--- src/rtl/bcd_updown_timer.sv ---
// N-digit BCD up/down counter with debounced buttons, run/pause control,
// wrap or saturate limits, and a multiplexed active-low seven-segment driver.
module bcd_updown_timer #(
  parameter int unsigned DIGITS       = 4,
  parameter int unsigned TICK_DIV     = 26,
  parameter int unsigned SCAN_DIV     = 15,
  parameter int unsigned DEBOUNCE_LEN = 4,
  parameter bit          SAT_MODE     = 1'b0
) (
  input  logic                  clk,
  input  logic                  rst,
  input  logic                  en,
  input  logic                  set,
  input  logic                  up,
  input  logic                  down,
  input  logic [4*DIGITS-1:0]   sw,
  output logic [DIGITS-1:0]     DIGIT,
  output logic [6:0]            DISPLAY,
  output logic [15:0]           led
);

  localparam int unsigned CntW = 4 * DIGITS;
  localparam int unsigned SelW = (DIGITS > 1) ? $clog2(DIGITS) : 1;

  typedef enum logic {StPause, StRun} state_e;

  // Button conditioning: index 0 en, 1 set, 2 up, 3 down
  logic [3:0]                   btn_raw;
  logic [3:0][DEBOUNCE_LEN-1:0] db_q, db_d;
  logic [3:0]                   held_q, pulse_q;

  assign btn_raw = {down, up, set, en};

  always_comb begin
    for (int i = 0; i < 4; i++) begin
      db_d[i] = DEBOUNCE_LEN'({db_q[i], btn_raw[i]});
    end
  end

  always_ff @(posedge clk or negedge rst) begin
    if (!rst) begin
      db_q    <= '0;
      held_q  <= '0;
      pulse_q <= '0;
    end else begin
      db_q <= db_d;
      for (int i = 0; i < 4; i++) begin
        held_q[i]  <= &db_q[i];
        pulse_q[i] <= (&db_q[i]) & ~held_q[i];
      end
    end
  end

  logic p_en, p_set, p_up, p_down;
  assign p_en   = pulse_q[0];
  assign p_set  = pulse_q[1];
  assign p_up   = pulse_q[2];
  assign p_down = pulse_q[3];

  // Core state
  state_e              state_q, state_d;
  logic [CntW-1:0]     count_q, count_d;
  logic                dir_q, dir_d;
  logic                limit_q, limit_d;
  logic [TICK_DIV-1:0] tick_q, tick_d;
  logic                tick;

  assign tick   = (state_q == StRun) && (&tick_q);
  assign tick_d = (state_q == StRun) ? tick_q + 1'b1 : '0;

  // BCD increment/decrement with ripple carry/borrow, plus clamped load value
  logic [CntW-1:0] inc_val, dec_val, load_val;
  logic            carry, borrow, at_max, at_min;

  always_comb begin
    inc_val  = count_q;
    dec_val  = count_q;
    load_val = '0;
    carry    = 1'b1;
    borrow   = 1'b1;
    for (int i = 0; i < DIGITS; i++) begin
      if (carry) begin
        if (count_q[4*i+:4] == 4'd9) begin
          inc_val[4*i+:4] = 4'd0;
        end else begin
          inc_val[4*i+:4] = count_q[4*i+:4] + 4'd1;
          carry = 1'b0;
        end
      end
      if (borrow) begin
        if (count_q[4*i+:4] == 4'd0) begin
          dec_val[4*i+:4] = 4'd9;
        end else begin
          dec_val[4*i+:4] = count_q[4*i+:4] - 4'd1;
          borrow = 1'b0;
        end
      end
      load_val[4*i+:4] = (sw[4*i+:4] > 4'd9) ? 4'd9 : sw[4*i+:4];
    end
    at_max = carry;
    at_min = borrow;
  end

  logic do_step, step_up;

  always_comb begin
    state_d = state_q;
    count_d = count_q;
    dir_d   = dir_q;
    limit_d = limit_q;
    do_step = 1'b0;
    step_up = dir_q;

    if (p_set) begin
      count_d = load_val;
      limit_d = 1'b0;
    end else if (p_en) begin
      state_d = (state_q == StRun) ? StPause : StRun;
      if (state_q == StPause) begin
        limit_d = 1'b0;
      end
    end else if (p_up ^ p_down) begin
      dir_d = p_up;
      if (state_q == StPause) begin
        do_step = 1'b1;
        step_up = p_up;
      end
    end else if (tick) begin
      do_step = 1'b1;
    end

    if (do_step) begin
      if ((step_up && at_max) || (!step_up && at_min)) begin
        if (SAT_MODE) begin
          limit_d = 1'b1;
          state_d = StPause;
        end else begin
          count_d = step_up ? inc_val : dec_val;
        end
      end else begin
        count_d = step_up ? inc_val : dec_val;
        limit_d = 1'b0;
      end
    end
  end

  always_ff @(posedge clk or negedge rst) begin
    if (!rst) begin
      state_q <= StPause;
      count_q <= '0;
      dir_q   <= 1'b1;
      limit_q <= 1'b0;
      tick_q  <= '0;
    end else begin
      state_q <= state_d;
      count_q <= count_d;
      dir_q   <= dir_d;
      limit_q <= limit_d;
      tick_q  <= tick_d;
    end
  end

  // Display scan; digit outputs stay blank until the first scan wrap
  logic [SCAN_DIV-1:0] scan_q;
  logic [SelW-1:0]     sel_q;
  logic                scan_on_q;

  always_ff @(posedge clk or negedge rst) begin
    if (!rst) begin
      scan_q    <= '0;
      sel_q     <= '0;
      scan_on_q <= 1'b0;
    end else begin
      scan_q <= scan_q + 1'b1;
      if (&scan_q) begin
        scan_on_q <= 1'b1;
        if (!scan_on_q || (sel_q == SelW'(DIGITS - 1))) begin
          sel_q <= '0;
        end else begin
          sel_q <= sel_q + 1'b1;
        end
      end
    end
  end

  logic [3:0] cur_digit;

  always_comb begin
    DIGIT     = '1;
    DISPLAY   = 7'b1111111;
    cur_digit = count_q[{sel_q, 2'b00} +: 4];
    if (scan_on_q) begin
      DIGIT[sel_q] = 1'b0;
      case (cur_digit)
        4'd0:    DISPLAY = 7'b1000000;
        4'd1:    DISPLAY = 7'b1111001;
        4'd2:    DISPLAY = 7'b0100100;
        4'd3:    DISPLAY = 7'b0110000;
        4'd4:    DISPLAY = 7'b0011001;
        4'd5:    DISPLAY = 7'b0010010;
        4'd6:    DISPLAY = 7'b0000010;
        4'd7:    DISPLAY = 7'b1111000;
        4'd8:    DISPLAY = 7'b0000000;
        4'd9:    DISPLAY = 7'b0010000;
        default: DISPLAY = 7'b1111111;
      endcase
    end
  end

  assign led = {13'b0, limit_q, dir_q, (state_q == StRun)};

endmodule
--- config.mk ---
export PLATFORM = sky130hd
export DESIGN_NAME = bcd_updown_timer
export DESIGN_NICKNAME = d
export VERILOG_FILES = /design/src/rtl/bcd_updown_timer.sv
export SDC_FILE = /design/constraint.sdc
export NUM_CORES = 1
export LEC_CHECK = 0
export BUFFER_PORTS_ARGS = -buffer_cell sky130_fd_sc_hd__buf_2
export CAP_MARGIN = 20
export CORE_UTILIZATION = 60
export DETAILED_ROUTE_END_ITERATION = 6
export GPL_TIMING_DRIVEN = 1
export PLACE_DENSITY = 0.81
export SLEW_MARGIN = 30
export SYNTH_ARGS = -nofsm -noshare
export SYNTH_HDL_FRONTEND = slang
export SYNTH_SLANG_ARGS = --single-unit
export TNS_END_PERCENT = 30
--- constraint.sdc ---
create_clock -name clk -period 7.69 [get_ports clk]
set_input_delay 2.307 -clock clk [delete_from_list [all_inputs] [get_ports clk]]
set_output_delay 2.307 -clock clk [all_outputs]
set_load 0.02 [all_outputs]
==> impl_metrics.json, run 1 <==
{
  "synth-main-ff-cell": "dfrtp_1",
  "fin_crit_ps": 4720,
  "clkTransAtPathRegs_ps": 100,
  "syn2layout_area_growth_pct": 6.19,
  "cts-root-buf": "clkbuf_8",
  "fp.dieW_microns": 94.0,
  "max_slew_margin_pct": 38.8,
  "core_area_sq_mm": 0.00822,
  "grt_usage_pct": 25.2,
  "drt-total-wl_microns": 10200,
  "synthTopCellsByCount": "dfrtp_1 (86), nor2_1 (52), nand2_1 (44), a21oi_1 (27), clkbuf_1 (27)",
  "timing.final.crit_share_pct": 61.4,
  "worstPathMaxFanout": 8,
  "h-tree-depth": 3,
  "synth_cell_types": 73,
  "grt_max_degree": 88,
  "use_met1_pct": 35.5,
  "dp_hpwl_microns": 6990,
  "clkLatencyLatePin_ps": 360,
  "fin_util_pct": 65.6,
  "ios": 49,
  "grt_pass1_vias": 3714,
  "critical_path_class": "reg2out",
  "hold_viol_final": 0,
  "cts_setup_buffers": 0,
  "synth_area_sq_mm": 0.00508,
  "initial_core_util_pct": 61.8,
  "cts_buffers": 9,
  "syn_inst": 543,
  "finalNetCount": 586,
  "peakVddDrop_uv": 150,
  "cts_buffer_depth": 2,
  "startpoint_type": "flop",
  "drc": 0,
  "drt_iter0_markers": 312,
  "cts.sink_count": 87,
  "synth.area.top_cells": "dfrtp_1 (42%), xnor2_1 (4.3%), nor2_1 (3.8%)",
  "post_route_cells_drive_above_1_share_pct": 14.2,
  "ant_nets": 0,
  "yosys.area.top_type": "dfrtp_1",
  "synth-edff-count": 0,
  "drv_cap": 0,
  "hold_class": "reg2reg",
  "place.gp.congestion": 0.891,
  "antenna_found_initial": 0,
  "required_ps": 5380,
  "synth-seq-cells": 87,
  "synth_most_common_cell": "dfrtp_1",
  "setup_viol": 0,
  "rsz0062_at_grt": "no",
  "async_flop_share_pct": 100,
  "p_per_area_mw_per_mm2": 253,
  "yosysSeqAreaShare_pct": 42.9,
  "globalRoute.busiestLayer": "met2",
  "num_antenna_cells": 0,
  "p_leak_uw": 0.00227,
  "grt_use_met2_pct": 39.5,
  "arrival_ps": 2410,
  "postCtsHoldBufs": 0,
  "grt-ovfl-total": 0,
  "final-instance-count-excl-fill": 663,
  "vias": 3978,
  "met3_usage_pct": 4.21,
  "tightest_slew_ps": 918,
  "status": "completed",
  "fp.dieArea_sq_mm": 0.00883,
  "finalClockSkew_ps": 20.2,
  "synth.top_cell.area_share_pct": 42.4,
  "drv_slew": 0,
  "fp-row-count": 33,
  "grt_pass1_wl_microns": 17500,
  "cts_tree": "built",
  "wl_per_cell_microns": 15.5,
  "yosys_warnings": 0,
  "timing.fmax_ghz": 0.212,
  "avgSynthCellArea_sq_um": 9.35,
  "viasPerCell": 6.00,
  "cp-end-kind": "primary output",
  "place_inst": 647,
  "cts_resized": 0,
  "die_h_microns": 94.0,
  "numPortBuffers": 35,
  "timing.setup.tns_ps": 0,
  "dr.pass1.iters": 5
}
[cell families (layout without fill, tap and decap cells)]
kind of cell	Yosys count	after routing	synth area share, %
compound gates	117	117	16.0
xor+xnor	39	39	6.73
fa+ha+maj	11	11	2.71
buf+inv	71	74	6.92
flops	87	87	42.9
mux	11	11	3.20
other cells	1	13	0.0739
simple gates	206	206	21.4
[final timing paths]
| check | from | to | slack (ps) | cells past startpoint |
|---|---|---|---|---|
| setup / recovery | sel_q[0] | DISPLAY[3] | 2970 | 7 |
| hold reg to reg | db_d[14] | db_d[15] | 370 | 0 |
| setup reg to reg | state_q | count_q[9] | 4580 | 6 |
| max in group asynchronous | rst | sel_q[0] | 5180 | 1 |
| hold / removal | db_d[14] | db_d[15] | 370 | 0 |
| min in group asynchronous | rst | tick_q[14] | 1980 | 1 |
[cells in the final DEF (no fill, tap or decap), types with 4 or more instances in the layout]
cell,n
and3_1,7
conb_1,13
nor2b_1,6
clkbuf_8,9
xor2_1,14
nand3_1,21
mux4_2,4
a211oi_1,4
a21o_1,4
nand2_1,44
and4_1,7
buf_2,34
mux2i_1,5
o21ai_0,25
or3_1,6
and2_1,6
a21oi_1,27
inv_1,19
a31oi_1,6
nor3_1,15
nand2b_1,6
dfrtp_1,86
nor4_1,6
ha_1,11
xnor2_1,25
nand4_1,10
nor2_1,52
o211ai_1,7
nand3b_1,5
[through the flow]
step	hold WS [ps]	setup WS, ps	area (sq um)	total power, uW
after floorplan	347	3170	5120	952
after global routing	383	2850	5390	1450
final	372	2970	5390	1360
after global placement	350	3440	5180	1020
after CTS	377	2960	5390	1360
after detailed placement	354	3360	5180	1040
[power by group]
group / leakage, uW / total [uW] / switching [uW] / internal (uW)
clock network: 0.000105 / 323 / 192 / 131
logic: 0.00104 / 418 / 252 / 166
registers: 0.00113 / 621 / 118 / 503
[area by class of cell]
type,count,area [sq um]
flip-flops and latches,87,2180
multi-input cells,397,2590
well taps,105,131
fillers,662,2830
clock buffers,9,124
repair buffers,38,204
inverters,20,75.1
clock inverters,7,86.3
[metal layers]
| layer | wire length, microns | part of all wire [%] |
|---|---|---|
| met1 | 4630 | 45 |
| met2 | 4780 | 47 |
| met3 | 680 | 6.6 |
| met4 | 163 | 1.6 |
| met5 | 0 | 0 |
[registers in the layout (all words and copies together) (netlist names), 2 cells and up]
register	count
sel_q	2
pulse_q	4
held_q	4
scan_q	15
db_d	12
tick_q	26
count_q	16
db_q	4
[worst max-delay path, cell delays in order, from the launching register on]
cell and delay (ps):
dfrtp_1 550, mux4_2 630, inv_1 140, ha_1 250, nand2_1 80, o21ai_0 90
o21ai_0 140, buf_2 190
(Power assumes the default switching activity.)
==> run 2: changes to the inputs <==
==> constraint.sdc (replaced) <==
create_clock -name clk -period 4.9 [get_ports clk]
set_input_delay 1.47 -clock clk [delete_from_list [all_inputs] [get_ports clk]]
set_output_delay 1.47 -clock clk [all_outputs]
set_load 0.02 [all_outputs]
==> run 2 against run 1 <==
- count of clock-buffer cells in the layout is the same
- die area did not move
- global-route usage is 1.1 points higher
- setup slack worse by 2000 ps
- highest routed layer unchanged
==> impl_metrics.json, run 2 (same netlist as run 1, synthesis figures left out) <==
{
  "status": "completed",
  "drc": 0,
  "drt_iter0_markers": 456,
  "peakVddDrop_uv": 277,
  "drv_cap": 0,
  "finalNetCount": 589,
  "tightest_slew_ps": 800,
  "required_ps": 3430,
  "largest_reg_flops": 26,
  "cts_setup_buffers": 0,
  "fp-row-count": 33,
  "rsz0062_at_grt": "no",
  "worstPathMaxFanout": 8,
  "fp.dieW_microns": 94.0,
  "cts_tree": "built",
  "cp-startpoint": "sel_q[0]",
  "final_common_cell": "dfrtp_1",
  "cts.sink_count": 87,
  "largestRegisters": "tick_q x26, count_q x16, scan_q x15",
  "dp_hpwl_microns": 7450,
  "dp_slack_ps": 1410,
  "grt_max_degree": 59,
  "slowest_delay_ps": 620,
  "grt_usage_pct": 26.3,
  "post_route_cells_drive_above_1_share_pct": 14.6,
  "numPortBuffers": 35,
  "dr.pass1.iters": 5,
  "syn2layout_area_growth_pct": 6.55,
  "cts_resized": 0,
  "clkTransAtPathRegs_ps": 110,
  "p_total_uw": 2170,
  "timing.final.crit_share_pct": 80.3,
  "p_comb_share_pct": 31.3,
  "fp.dieArea_sq_mm": 0.00883,
  "timing.setup.tns_ps": 0,
  "antenna_found_initial": 0,
  "p_per_area_mw_per_mm2": 401,
  "pwr-share-seq_pct": 44.9,
  "startpoint_type": "flop",
  "path_cells": "mux4_2, inv_1, ha_1, a21oi_1, mux2i_1, nand2_1, buf_2",
  "num_antenna_cells": 0,
  "grt_pass1_vias": 3897,
  "cts_buffers": 9,
  "crit_slowest_cell": "mux4_2",
  "critical_path_class": "reg2out",
  "pwr-share-clk_pct": 23.8,
  "initial_core_util_pct": 61.8,
  "rr_startpoint": "state_q",
  "postCtsHoldBufs": 0,
  "switching_power_uw": 906,
  "core_area_sq_mm": 0.00822,
  "viasPerCell": 6.12,
  "finalClockSkew_ps": 14.3,
  "ios": 49,
  "max_slew_margin_pct": 46.4,
  "place.gp.congestion": 0.921,
  "clkLatencyLatePin_ps": 360,
  "p_leak_uw": 0.00228,
  "ant_nets": 0,
  "setup_viol": 0,
  "fin_crit_ps": 3930,
  "grt_pass1_wl_microns": 18100,
  "cts_buffer_depth": 2,
  "setup_slack_ps": 968,
  "die_h_microns": 94.0,
  "timing.fmax_ghz": 0.254,
  "arrival_ps": 2460,
  "grt-ovfl-total": 0,
  "vias": 4078,
  "drt-total-wl_microns": 10900,
  "hold_class": "reg2reg",
  "hold_viol_final": 0,
  "switching_share_pct": 41.8,
  "top_register": "tick_q",
  "p_int_uw": 1260,
  "hp-start": "db_d[7]",
  "wl_per_cell_microns": 16.4,
  "cp-end-kind": "primary output",
  "h-tree-depth": 3,
  "fillers": 650,
  "final_cell_mix": "dfrtp_1 (86), nor2_1 (52), nand2_1 (44)",
  "drv_slew": 0,
  "cts-root-buf": "clkbuf_8"
}
[run 2: cell types whose count changed in the layout (fill, tap and decap cells not counted)]
cell,before,now
buf_4,3,7
buf_6,1,0
[run 2: worst paths after layout]
check	cells past startpoint	slack (ps)	endpoint
worst max-delay path	7	970	DISPLAY[4]
worst min-delay path	0	370	db_q[7]
worst max register to register	6	1650	count_q[9]
worst min register to register	0	370	db_q[7]
max in group asynchronous	2	2860	db_d[13]
min in group asynchronous	1	1170	tick_q[15]
[run 2: worst max-delay path, delay by kind of cell (launching register included)]
kind,cells,cell delay (ps)
adder cells (fa/ha/maj),1,190
AND/OR/NAND/NOR,1,110
buffers and inverters,2,330
flip-flops,1,580
multiplexers,2,820
AO/OA/AOI/OAI,1,70
[run 2: cell type report]
type	instances	area, sq um	area share (%)
clock inverter	7	86.3	1.60
inverter	20	75.1	1.39
sequential	87	2180	40.3
clock buffer	9	124	2.29
timing repair buffer	41	223	4.12
multi-input combinational	397	2590	47.9
tap	105	131	2.43
[run 2: metal layers]
metal  global-route usage (%)  up-vias  share of wire [%]
li1                         -     1927                  -
met1                     35.3     1935                 43
met2                     42.8      188                 47
met3                     3.80       28                7.0
met4                     10.9        0                2.2
met5                        0        -                  0
[run 2: power by group through the flow]
stage | clock network, uW | logic (uW) | registers (uW)
3_3_place_gp | 0 | 641 | 973
6_report | 516 | 678 | 973
2_1_floorplan | 0 | 659 | 843
4_1_cts | 526 | 665 | 966
5_1_grt | 551 | 749 | 990
3_5_place_dp | 0 | 661 | 980
[run 2: through the flow]
stage	util, %	instance area (sq um)	hold slack, ps	cells
after floorplan	-	5120	347	555
after global placement	63.3	5200	351	650
after detailed placement	63.3	5200	356	650
after CTS	65.8	5410	372	666
after global routing	65.8	5410	375	666
final	65.8	5410	374	666
